$ cat config.mk
export PLATFORM = sky130hd
export DESIGN_NAME = blink_ctrl_l
export DESIGN_NICKNAME = d
export VERILOG_FILES = /design/src/rtl/blink_ctrl_l.sv
export SDC_FILE = /design/constraint.sdc
export NUM_CORES = 1
export LEC_CHECK = 0
export ABC_AREA = 1
export CORE_ASPECT_RATIO = 1.25
export CORE_UTILIZATION = 45
export CTS_CLUSTER_SIZE = 28
export DETAILED_ROUTE_END_ITERATION = 7
export DONT_BUFFER_PORTS = 1
export REMOVE_ABC_BUFFERS = 1
export SYNTH_ARGS = -nofsm -noshare
export SYNTH_HDL_FRONTEND = slang
export SYNTH_SLANG_ARGS = --single-unit
$ cat constraint.sdc
create_clock -name clk -period 4.4 [get_ports clk]
set_input_delay 0.44 -clock clk [delete_from_list [all_inputs] [get_ports clk]]
set_output_delay 0.44 -clock clk [all_outputs]
set_load 0.005 [all_outputs]
$ cat src/rtl/blink_ctrl_l.sv
// Blink timing source for the 7-seg "L" decoder: ms prescaler plus IDLE/ON/OFF FSM.
// Optional feature: define BLINK_PAUSE_EN to add the `pause` input that freezes timing.
module blink_ctrl_l #(
    parameter int unsigned CLK_HZ = 50_000_000,
    parameter int unsigned ON_MS  = 500,
    parameter int unsigned OFF_MS = 500
) (
    input  logic       clk,
    input  logic       rst,
    input  logic       start,
    input  logic       stop,
    input  logic [3:0] count,
`ifdef BLINK_PAUSE_EN
    input  logic       pause,
`endif
    output logic       en,
    output logic       busy,
    output logic       done
);

    localparam int unsigned DIV    = CLK_HZ / 1000;
    localparam int unsigned PW     = (DIV > 1) ? $clog2(DIV) : 1;
    localparam int unsigned PH_MAX = (ON_MS > OFF_MS) ? ON_MS : OFF_MS;
    localparam int unsigned HW     = (PH_MAX > 1) ? $clog2(PH_MAX + 1) : 1;

    typedef enum logic [1:0] {
        StIdle = 2'd0,
        StOn   = 2'd1,
        StOff  = 2'd2
    } state_e;

    state_e          state_q, state_d;
    logic [PW-1:0]   presc_q, presc_d;
    logic [HW-1:0]   phase_q, phase_d;
    logic [3:0]      blinks_q, blinks_d;
    logic [3:0]      count_q, count_d;
    logic            en_q, en_d;
    logic            busy_q, busy_d;
    logic            done_q, done_d;
    logic            tick;
    logic            hold;

`ifdef BLINK_PAUSE_EN
    assign hold = pause;
`else
    assign hold = 1'b0;
`endif

    assign tick = (presc_q == PW'(DIV - 1));

    always_comb begin
        state_d  = state_q;
        presc_d  = presc_q;
        phase_d  = phase_q;
        blinks_d = blinks_q;
        count_d  = count_q;
        done_d   = 1'b0;

        unique case (state_q)
            StIdle: begin
                if (start && !stop) begin
                    state_d  = StOn;
                    count_d  = count;
                    blinks_d = 4'd0;
                end
            end
            StOn, StOff: begin
                if (stop) begin
                    state_d = StIdle;
                end else if (!hold) begin
                    presc_d = tick ? '0 : presc_q + 1'b1;
                    if (tick) begin
                        phase_d = phase_q + 1'b1;
                    end
                    if (state_q == StOn) begin
                        if (tick && phase_q == HW'(ON_MS - 1)) begin
                            state_d = StOff;
                        end
                    end else if (tick && phase_q == HW'(OFF_MS - 1)) begin
                        blinks_d = blinks_q + 1'b1;
                        if (count_q != 4'd0 && blinks_d == count_q) begin
                            state_d = StIdle;
                            done_d  = 1'b1;
                        end else begin
                            state_d = StOn;
                        end
                    end
                end
            end
            default: state_d = StIdle;
        endcase

        // Every state entry restarts the phase timing from zero.
        if (state_d != state_q) begin
            presc_d = '0;
            phase_d = '0;
        end

        en_d   = (state_d == StOn);
        busy_d = (state_d != StIdle);
    end

    always_ff @(posedge clk) begin
        if (rst) begin
            state_q  <= StIdle;
            presc_q  <= '0;
            phase_q  <= '0;
            blinks_q <= 4'd0;
            count_q  <= 4'd0;
            en_q     <= 1'b0;
            busy_q   <= 1'b0;
            done_q   <= 1'b0;
        end else begin
            state_q  <= state_d;
            presc_q  <= presc_d;
            phase_q  <= phase_d;
            blinks_q <= blinks_d;
            count_q  <= count_d;
            en_q     <= en_d;
            busy_q   <= busy_d;
            done_q   <= done_d;
        end
    end

    assign en   = en_q;
    assign busy = busy_q;
    assign done = done_q;

endmodule
==> results.ini <==
[clocking]
ctsHoldBuffers=0
clk_latency_ns=0.28
postCtsSetupBuffers=0
cts_buffer_depth=2
cts.clk_slew.worst_paths_ns=0.07
cts_resized=0
cts.htree.levels=2
cts_tree=done
cts_buffers=5
clock-sinks=38
cts_root_buf=clkbuf_8

[timing]
clock_skew_ns=0.00464
worst_slack_ns=1.90
final.setup.tns_ns=0
finalSetupViolCount=0
max_slew.worst_pin.slew_ns=0.689
period_share=0.567
slew_violations=0
rsz0062_at_grt=false
whs_ns=0.217
max_slew_margin=0.540
fmax_ghz=0.401
period_needed_ns=2.50
hold_viol=0

[cells_and_area]
drive_gt1_frac=0.203
layout.nets=328
fill_cells=531
seq_area_um2=761
stdcell_count=377
multiInputGateArea_um2=1350
area_growth_syn_to_layout_pct=5.01
antennaDiodeCount=0

[floorplan]
die_w_um=66.6
fp.dieArea_um2=5520
start_util=0.466
num_io_pins=11
row_count=29
die_h_um=82.8
core-area_um2=5040

[detailed_routing]
wl_um=3990
via_count=1769
drtAntennaViolNets=0
via_per_inst=4.69
firstDrtPassIters=4
wire_per_inst_um=10.6
drt_iter0_drc=46
post-route-drc-count=0

[pwr]
seqPwrFrac=0.534
p_per_area_nw_per_um2=273
switching_share=0.259
power.switching_uw=174
p_comb_frac=0.107
clkPwrFrac=0.359
power_uw=673
p_int_uw=499
power.leakage_nw=0.912
ir_drop_mv=0.180

[worst_setup_path]
arrival_ns=2.70
critPathKind=flip-flop to flip-flop
crit_slowest_cell=nand3_4
cp_max_fo=25
required_ns=4.60
worst_setup_path_end_kind=flip-flop
path_cells=inv_1, ha_1, inv_2, nor2_8, nand3_2, nand2_2, a21oi_1, nor2_2, nand3_4, nor2_1
max_stage_delay_ns=0.49
ff2ff_setup_slack_ns=1.90
startpoint_type=flip-flop
ff2ff_path_depth=10
rr_endpoint=presc_q[4]$_SDFFE_PP0P_
r2r_start=state_q[0]$_SDFF_PP0_

[yosys]
avgSynthCellArea_um2=7.56
synthArstFlopShare=0
synth_top_area_cell=dfxtp_1
synth_cell_types=32
synth_warnings=0
yosys.area.top_type_share=0.324
ys_ff_latch=38
synth_edf_count=0
synth_top_flop_cell=dfxtp_1
yosysMostFrequentCell=nand2_1
synth_area_leaders=dfxtp_1 32%, nor2_4 12%, nand2_1 8.9%
synth_common_cells=56 x nand2_1, 41 x inv_1, 39 x nor2_1
ys_seq_area_frac=0.324
synthCells=311
syn_area_um2=2350

[placed_design]
routabilityCongestion=0.749
place.detailed.hpwl_um=3060
dp_slack_ns=1.84
place_inst=369
port-buffer-count=0

[status]
status=complete, no violations

[global_routing]
grt_pass1_vias=1656
grt_pass1_wl_um=6600
antenna_found_initial=0
grt_overflow=0
grt_max_degree=26
grt_use_total=0.156

[job]
drv_cap=0

[hold_path]
min_path_cells=1
min_to=blinks_q[1]$_SDFFE_PP0P_
min_from=rst
worstHoldPathType=primary input to flip-flop

[flip-flops by register name, summed over array words and instances, names as in the netlist]
signal and count:
state_q 2, presc_q 16, blinks_q 4, busy 1, count_q 4, done 1, phase_q 9, en 1
[routing by layer]
metal / global-route usage / vias up / share of wire
li1: - / 965 / -
met1: 0.173 / 785 / 0.49
met2: 0.293 / 14 / 0.48
met3: 0.0287 / 5 / 0.019
met4: 0.0553 / 0 / 0.012
met5: 0 / - / 0
[placed cells by master (no fill, tap or decap), types with 2 or more instances in the layout]
| cell type | count |
|---|---|
| ha_1 | 6 |
| xor2_1 | 11 |
| inv_2 | 7 |
| nand4_1 | 3 |
| inv_1 | 41 |
| a211oi_1 | 3 |
| nand3_1 | 15 |
| o21ai_0 | 10 |
| nor2_2 | 8 |
| a21oi_1 | 15 |
| clkinv_1 | 2 |
| nor2_1 | 39 |
| nand3_2 | 5 |
| xnor2_1 | 3 |
| nor2_8 | 2 |
| nand3b_1 | 2 |
| clkbuf_8 | 6 |
| nand2_1 | 56 |
| nand2_2 | 8 |
| dfxtp_1 | 38 |
| nor2_4 | 24 |
[critical path: cells and delay by family (launching register included)]
family	cells	cell delay [ns]
AND/OR/NAND/NOR	6	1.22
buffers and inverters	2	0.20
flip-flops	1	0.46
AO/OA/AOI/OAI	1	0.07
adder cells (fa/ha/maj)	1	0.44
[metrics by stage]
stage | cell area, um2 | util
floorplan | 2300 | -
global route | 2470 | 0.489
CTS | 2470 | 0.489
global placement | 2380 | 0.471
finish | 2470 | 0.489
detailed placement | 2380 | 0.471
[final cells by class]
type                    instances  area share
clock buffers                   7      0.0350
well taps                      62      0.0314
clock inverters                 1     0.00203
flip-flops and latches         38       0.308
multi-input cells             219       0.547
inverters                      50      0.0761
[cell families after synthesis]
logic type	share of synthesized area
AO/OA/AOI/OAI	0.0745
XOR/XNOR	0.0522
adder cells (fa/ha/maj)	0.0319
buffers and inverters	0.102
flip-flops	0.324
multiplexers	0.00426
AND/OR/NAND/NOR	0.412
[how the worst max path moves through the flow]
stage	depth (start not counted)	to	from	slack, ns
after floorplan	10	presc_q[3]$_SDFFE_PP0P_	state_q[0]$_SDFF_PP0_	2.24
after global placement	10	presc_q[6]$_SDFFE_PP0P_	state_q[0]$_SDFF_PP0_	1.91
after detailed placement	10	presc_q[4]$_SDFFE_PP0P_	state_q[0]$_SDFF_PP0_	1.84
after CTS	10	presc_q[4]$_SDFFE_PP0P_	state_q[0]$_SDFF_PP0_	1.84
after global routing	10	presc_q[4]$_SDFFE_PP0P_	state_q[0]$_SDFF_PP0_	1.64
final	10	presc_q[4]$_SDFFE_PP0P_	state_q[0]$_SDFF_PP0_	1.90
[power groups by stage]
stage	Sequential (mW)	Clock [mW]	Combinational, mW
2_1_floorplan	0.366	0	0.0616
3_3_place_gp	0.367	0	0.0728
3_5_place_dp	0.368	0	0.0734
4_1_cts	0.359	0.255	0.0736
5_1_grt	0.361	0.267	0.0806
6_report	0.360	0.242	0.0717
(Power assumes the default switching activity.)
